**config.mk**
```make
export PLATFORM = sky130hd
export DESIGN_NAME = muldiv_unit
export DESIGN_NICKNAME = d
export VERILOG_FILES = /design/src/rtl/muldiv_pkg.sv /design/src/rtl/div_radix2.sv /design/src/rtl/muldiv_unit.sv
export SDC_FILE = /design/constraint.sdc
export NUM_CORES = 2
export LEC_CHECK = 0
export BUFFER_PORTS_ARGS = -buffer_cell sky130_fd_sc_hd__buf_2
export CAP_MARGIN = 20
export CORE_MARGIN = 3
export CORE_UTILIZATION = 55
export CTS_CLUSTER_SIZE = 20
export DETAILED_ROUTE_END_ITERATION = 12
export PLACE_DENSITY = 0.69
export SLEW_MARGIN = 5
export SYNTH_ARGS = -nofsm -noshare
export SYNTH_HDL_FRONTEND = slang
export SYNTH_SLANG_ARGS = --single-unit
```
**constraint.sdc**
```tcl
create_clock -name clk -period 11.3 [get_ports clk]
set_input_delay 1.13 -clock clk [delete_from_list [all_inputs] [get_ports clk]]
set_output_delay 1.13 -clock clk [all_outputs]
set_load 0.05 [all_outputs]
```
**src/rtl/muldiv_pkg.sv**
```systemverilog
// Shared definitions for the HI/LO multiply/divide unit: op codes, FSM states
// and helpers that classify an op code.
package muldiv_pkg;

  localparam int XLEN_DEF = 32;
  localparam int CNT_W    = $clog2(XLEN_DEF + 1);

  typedef enum logic [3:0] {
    MULT  = 4'd0,
    MULTU = 4'd1,
    DIV   = 4'd2,
    DIVU  = 4'd3,
    MADD  = 4'd4,
    MADDU = 4'd5,
    MSUB  = 4'd6,
    MSUBU = 4'd7,
    MTHI  = 4'd8,
    MTLO  = 4'd9
  } op_e;

  typedef enum logic [1:0] {
    S_IDLE = 2'd0,
    S_MUL  = 2'd1,
    S_DIV  = 2'd2
  } state_e;

  function automatic logic is_mul(input op_e op);
    return op inside {MULT, MULTU, MADD, MADDU, MSUB, MSUBU};
  endfunction

  function automatic logic is_div(input op_e op);
    return op inside {DIV, DIVU};
  endfunction

  function automatic logic is_signed_op(input op_e op);
    return op inside {MULT, DIV, MADD, MSUB};
  endfunction

  function automatic logic is_madd(input op_e op);
    return op inside {MADD, MADDU};
  endfunction

  function automatic logic is_msub(input op_e op);
    return op inside {MSUB, MSUBU};
  endfunction

endpackage

```
**src/rtl/div_radix2.sv**
```systemverilog
// Iterative radix-2 restoring divider on unsigned magnitudes; quot_o/rem_o are
// the values this cycle's iteration produces, so the final edge can consume them.
module div_radix2 #(
  parameter int XLEN = 32
) (
  input  logic            clk,
  input  logic            reset,
  input  logic            start_i,
  input  logic            abort_i,
  input  logic [XLEN-1:0] dividend_i,
  input  logic [XLEN-1:0] divisor_i,
  output logic [XLEN-1:0] quot_o,
  output logic [XLEN-1:0] rem_o,
  output logic            last_o
);

  localparam int CW = $clog2(XLEN + 1);

  logic [XLEN-1:0] quot_q;
  logic [XLEN-1:0] rem_q;
  logic [XLEN-1:0] dvs_q;
  logic [CW-1:0]   cnt_q;
  logic [XLEN:0]   shl_s;
  logic [XLEN:0]   diff_s;

  // One trial subtraction; a borrow out of the top bit means "restore".
  always_comb begin
    shl_s  = {rem_q, quot_q[XLEN-1]};
    diff_s = shl_s - {1'b0, dvs_q};
    if (diff_s[XLEN]) begin
      rem_o  = shl_s[XLEN-1:0];
      quot_o = {quot_q[XLEN-2:0], 1'b0};
    end else begin
      rem_o  = diff_s[XLEN-1:0];
      quot_o = {quot_q[XLEN-2:0], 1'b1};
    end
  end

  assign last_o = (cnt_q == CW'(1));

  // Iteration registers; the dividend shifts out of quot_q as quotient bits enter.
  always_ff @(posedge clk) begin
    if (reset || abort_i) begin
      quot_q <= '0;
      rem_q  <= '0;
      dvs_q  <= '0;
      cnt_q  <= '0;
    end else if (start_i) begin
      quot_q <= dividend_i;
      rem_q  <= '0;
      dvs_q  <= divisor_i;
      cnt_q  <= CW'(XLEN);
    end else if (cnt_q != '0) begin
      quot_q <= quot_o;
      rem_q  <= rem_o;
      cnt_q  <= cnt_q - 1'b1;
    end else begin
      cnt_q  <= cnt_q;
    end
  end

endmodule

```
**src/rtl/muldiv_unit.sv**
```systemverilog
// HI/LO multiply/divide unit: owns HI/LO, runs one mul/div op at a time behind a
// valid/ready handshake, and supports flush via cancel.
module muldiv_unit import muldiv_pkg::*; #(
  parameter int XLEN       = 32,
  parameter int MUL_STAGES = 3
) (
  input  logic            clk,
  input  logic            reset,
  input  logic            req_valid,
  output logic            req_ready,
  input  logic [3:0]      req_op,
  input  logic [XLEN-1:0] req_a,
  input  logic [XLEN-1:0] req_b,
  input  logic            cancel,
  output logic            busy,
  output logic            done,
  output logic [XLEN-1:0] hi_o,
  output logic [XLEN-1:0] lo_o
);

  localparam int MCW = 3;

  state_e            state_q, state_d;
  op_e               op_q, op_d, op_s;
  logic [MCW-1:0]    mcnt_q, mcnt_d;
  logic [XLEN-1:0]   hi_q, hi_d, lo_q, lo_d;
  logic              done_q, done_d;
  logic              dz_q, dz_d, negq_q, negq_d, negr_q, negr_d;
  logic [2*XLEN-1:0] pipe_q [MUL_STAGES];
  logic [2*XLEN-1:0] ea_s, eb_s, prod_s, acc_s;
  logic              accept_s, sgn_s, div_start_s, div_abort_s, div_last_s;
  logic [XLEN-1:0]   div_a_s, div_b_s, quot_s, rem_s;

  assign op_s      = op_e'(req_op);
  assign sgn_s     = is_signed_op(op_s);
  assign req_ready = (state_q == S_IDLE) && !reset;
  assign accept_s  = req_valid && req_ready && !cancel;
  assign busy      = (state_q != S_IDLE);
  assign done      = done_q;
  assign hi_o      = hi_q;
  assign lo_o      = lo_q;

  // Operands extended to full product width; the truncated product is then correct for both signednesses.
  assign ea_s    = {{XLEN{sgn_s & req_a[XLEN-1]}}, req_a};
  assign eb_s    = {{XLEN{sgn_s & req_b[XLEN-1]}}, req_b};
  assign prod_s  = ea_s * eb_s;
  assign div_a_s = (sgn_s && req_a[XLEN-1]) ? -req_a : req_a;
  assign div_b_s = (sgn_s && req_b[XLEN-1]) ? -req_b : req_b;

  // Product pipe: stage 0 captures at the accept edge, last stage is consumed at completion.
  always_ff @(posedge clk) begin
    if (reset) begin
      for (int i = 0; i < MUL_STAGES; i++) pipe_q[i] <= '0;
    end else begin
      pipe_q[0] <= prod_s;
      for (int i = 1; i < MUL_STAGES; i++) pipe_q[i] <= pipe_q[i-1];
    end
  end

  // Accumulate against HI/LO as they stand at the completing edge.
  always_comb begin
    if (is_madd(op_q)) begin
      acc_s = {hi_q, lo_q} + pipe_q[MUL_STAGES-1];
    end else if (is_msub(op_q)) begin
      acc_s = {hi_q, lo_q} - pipe_q[MUL_STAGES-1];
    end else begin
      acc_s = pipe_q[MUL_STAGES-1];
    end
  end

  div_radix2 #(.XLEN(XLEN)) u_div (
    .clk        (clk),
    .reset      (reset),
    .start_i    (div_start_s),
    .abort_i    (div_abort_s),
    .dividend_i (div_a_s),
    .divisor_i  (div_b_s),
    .quot_o     (quot_s),
    .rem_o      (rem_s),
    .last_o     (div_last_s)
  );

  // Next-state, HI/LO update and divider control.
  always_comb begin
    state_d     = state_q;
    op_d        = op_q;
    mcnt_d      = mcnt_q;
    hi_d        = hi_q;
    lo_d        = lo_q;
    done_d      = 1'b0;
    dz_d        = dz_q;
    negq_d      = negq_q;
    negr_d      = negr_q;
    div_start_s = 1'b0;
    div_abort_s = 1'b0;
    case (state_q)
      S_IDLE: begin
        if (accept_s) begin
          op_d = op_s;
          if (is_mul(op_s)) begin
            state_d = S_MUL;
            mcnt_d  = MCW'(MUL_STAGES - 1);
          end else if (is_div(op_s)) begin
            state_d     = S_DIV;
            dz_d        = (req_b == '0);
            div_start_s = (req_b != '0);
            negq_d      = sgn_s & (req_a[XLEN-1] ^ req_b[XLEN-1]);
            negr_d      = sgn_s & req_a[XLEN-1];
          end else if (op_s == MTHI) begin
            hi_d = req_a;
          end else if (op_s == MTLO) begin
            lo_d = req_a;
          end else begin
            state_d = S_IDLE;
          end
        end else begin
          state_d = S_IDLE;
        end
      end
      S_MUL: begin
        if (cancel) begin
          state_d = S_IDLE;
        end else if (mcnt_q == '0) begin
          state_d      = S_IDLE;
          done_d       = 1'b1;
          {hi_d, lo_d} = acc_s;
        end else begin
          mcnt_d = mcnt_q - 1'b1;
        end
      end
      S_DIV: begin
        if (cancel) begin
          state_d     = S_IDLE;
          div_abort_s = 1'b1;
        end else if (dz_q) begin
          state_d = S_IDLE;
          done_d  = 1'b1;
        end else if (div_last_s) begin
          state_d = S_IDLE;
          done_d  = 1'b1;
          lo_d    = negq_q ? -quot_s : quot_s;
          hi_d    = negr_q ? -rem_s : rem_s;
        end else begin
          state_d = S_DIV;
        end
      end
      default: begin
        state_d     = S_IDLE;
        div_abort_s = 1'b1;
      end
    endcase
  end

  // State and architectural registers.
  always_ff @(posedge clk) begin
    if (reset) begin
      state_q <= S_IDLE;
      op_q    <= MULT;
      mcnt_q  <= '0;
      hi_q    <= '0;
      lo_q    <= '0;
      done_q  <= 1'b0;
      dz_q    <= 1'b0;
      negq_q  <= 1'b0;
      negr_q  <= 1'b0;
    end else begin
      state_q <= state_d;
      op_q    <= op_d;
      mcnt_q  <= mcnt_d;
      hi_q    <= hi_d;
      lo_q    <= lo_d;
      done_q  <= done_d;
      dz_q    <= dz_d;
      negq_q  <= negq_d;
      negr_q  <= negr_d;
    end
  end

endmodule
```
==> impl_metrics.tcl <==
set metrics [dict create \
    place_congestion 0.979 \
    whs_path_depth 1 \
    clkLatencyLatePin_ns 0.58 \
    ctsResizeCount 0 \
    synth-main-ff-cell "dfxtp_1" \
    ys_top_cells_by_area "fa_1 (35%), dfxtp_1 (12%), inv_1 (7.7%)" \
    synth.distinct_cells 89 \
    io_pins 139 \
    cts_hold_buf 0 \
    drt_iter0_drc 4602 \
    drive_above_1_share 0.0478 \
    path_clk_slew_ns 0.06 \
    fin_crit_sh 0.864 \
    worstReg2RegEnd "hi_o[12]$_SDFFE_PP0P_" \
    path_max_fanout 20 \
    cts_made_buffers 40 \
    syn_to_final_growth_pct 4.51 \
    end_kind "flip-flop" \
    yosys.area.top_type "fa_1" \
    num-nets-final 8995 \
    fillers 10400 \
    gr-total-overflow 0 \
    synthTopCellsByCount "inv_1 (1,303), fa_1 (1,128), nand2_1 (1,019), nor2_1 (462), clkbuf_1 (404)" \
    grt_pass1_wl_um 324000 \
    htree_levels 2 \
    crit_required_ns 11.73 \
    cap_violations 0 \
    globalRouteTotalUtil 0.349 \
    fin_tns_setup_ns 0 \
    cts_setup_buffers 0 \
    routedWlPerCell_um 23.2 \
    antenna_found_initial 16 \
    grt_pass1_vias 54900 \
    avgSynthCellArea_um2 8.36 \
    die_w_um 347 \
    clock_sinks 370 \
    max_freq_mhz 102 \
    cts_tree "built" \
    tightest_slew_ns 1.16 \
    slew_violations 0 \
    seq_area_frac_synth 0.116 \
    cpPeakStageDelay_ns 0.56 \
    synthesis.instances 7629 \
    grt_max_degree 104 \
    place.port_buffers 138 \
    drt_wl_total_um 208000 \
    yosys_warnings 0 \
    start_util 0.556 \
    hpwl_um 165000 \
    skew_ns 0.0288 \
    hp-start "pipe_q[0][71]$_SDFF_PP0_" \
    arrival_ns 10.19 \
    min_path_type "flip-flop to flip-flop" \
    hold_viol_final 0 \
    r2r-start "u_div.quot_q[31]$_SDFFE_PP0P_" \
    crit_path_top_delay_cell "fa_1" \
    synth_nets 9212 \
    period_minus_slack_ns 9.76 \
    die_h_um 347 \
    dr.pass1.iters 5 \
    worst_path_most_repeated_cell "fa_1" \
    status "finished, final reports clean" \
    rsz0062_at_grt "no" \
    relSlewSlack 0.228 \
    clockRootBuffer "clkbuf_16" \
    crit_type "input pin to flip-flop" \
    reg2reg_slack_ns 4.78 \
    rr_worst_depth 22 \
    die-area_mm2 0.120 \
    setup_violations 0 \
    synth_edf_count 0 \
    drc_errors 0 \
    min_to "pipe_q[0][135]$_SDFF_PP0_" \
    worstSetupStartpointType "input pin" \
    routed_via_density 5.93 \
    async_flop_share 0 \
    ys_seq_elements 370 \
    synth.most_common_cell "inv_1" \
    num_rows 124 \
    critPathTopFamily "adder cells" \
    synth_area_mm2 0.0638 \
    cts.path.max_buffers 3 \
    fp.coreArea_mm2 0.115 \
    num_vias 53100 \
    critPathBufInv 6 \
    ant_nets 0 \
    yosysTopAreaCellShare 0.354 \
]
how the worst max path moves through the flow:
stage | cells past startpoint | to | slack, ns | from
2_1_floorplan | 36 | pipe_q[0][61]$_SDFF_PP0_ | 1.42 | req_op[3]
3_3_place_gp | 31 | pipe_q[0][61]$_SDFF_PP0_ | 1.13 | req_op[3]
3_5_place_dp | 31 | pipe_q[0][61]$_SDFF_PP0_ | 1.04 | req_op[3]
4_1_cts | 31 | pipe_q[0][61]$_SDFF_PP0_ | 1.62 | req_op[3]
5_1_grt | 31 | pipe_q[0][61]$_SDFF_PP0_ | 0.98 | req_op[3]
6_report | 31 | pipe_q[0][60]$_SDFF_PP0_ | 1.54 | req_op[3]
logic make-up after synthesis:
group                    Yosys count  share of synthesized area
AO/OA/AOI/OAI                   1202                      0.125
XOR/XNOR                         285                     0.0391
adder cells (fa/ha/maj)         1511                      0.429
buffers and inverters           1795                      0.106
flip-flops                       370                      0.116
multiplexers                      42                    0.00667
AND/OR/NAND/NOR                 2424                      0.178
worst reg2reg max path, delay by kind of cell, from the launching register on:
| family | cells | cell delay [ns] |
|---|---|---|
| AO/OA/AOI/OAI | 9 | 2.91 |
| buffers and inverters | 6 | 1.44 |
| adder cells (fa/ha/maj) | 3 | 0.88 |
| XOR/XNOR | 1 | 0.49 |
| flip-flops | 1 | 0.39 |
| AND/OR/NAND/NOR | 3 | 0.27 |
placed cells by master (no fill, tap or decap), types with 35 or more instances in the layout:
cell	synthesis	routed
o21ai_0	203	203
o31ai_1	59	59
nand3_1	69	68
dfxtp_1	370	369
nand2b_1	43	41
and2_1	378	378
nor2_1	462	461
a21o_1	77	77
a221oi_1	37	37
xnor2_1	192	192
ha_1	383	381
a211oi_1	93	93
clkbuf_16	0	41
xor2_1	93	93
a311oi_1	40	40
buf_2	15	138
a21oi_1	341	341
fa_1	1128	1128
nor2b_1	164	163
and3_1	35	35
nor3_1	91	90
o21bai_1	40	40
inv_1	1303	1303
mux2i_1	38	38
a31oi_1	37	37
buf_4	2	91
nand2_1	1019	1018
cell type report:
type,count,area [µm²],area share
Timing Repair Buffer,230,1390,0.0208
Tap cell,1512,1890,0.0284
Multi-Input combinational cell,5464,49600,0.745
Inverter,1306,4900,0.0736
Sequential cell,370,7410,0.111
Clock inverter,15,225,0.00338
Antenna cell,10,25.0,0.000375
Clock buffer,57,1160,0.0173
per-layer routing:
| metal | GRT usage | vias up | part of all wire | wire length (µm) |
|---|---|---|---|---|
| li1 | - | 23500 | - | - |
| met1 | 0.457 | 26700 | 0.40 | 82800 |
| met2 | 0.561 | 2389 | 0.46 | 95100 |
| met3 | 0.0682 | 534 | 0.089 | 18400 |
| met4 | 0.161 | 8 | 0.055 | 11300 |
| met5 | 0 | - | 0.00023 | 47 |
through the flow:
step                      std cells  hold WS (ns)  setup slack, ns   util  area, µm²
after floorplan                7629         0.414             1.42      -      63800
after global placement         8881         0.419             1.13  0.569      65200
after detailed placement       8882         0.424             1.04  0.569      65200
after CTS                      8954         0.433             1.62  0.581      66600
after global routing           8957         0.446            0.985  0.581      66600
final                          8964         0.431             1.54  0.581      66600
sequential cells by signal (all words and copies together) (netlist names):
signal,flops
done,1
dz_q,1
hi_o,32
lo_o,32
mcnt_q,3
negq_q,1
negr_q,1
op_q,3
pipe_q,192
state_q,2
u_div.cnt_q,6
u_div.dvs_q,32
u_div.quot_q,32
u_div.rem_q,32
Power is left out: the tool's default activity adds up to more than one toggle a clock period on the data nets, which glitch-free logic cannot reach.
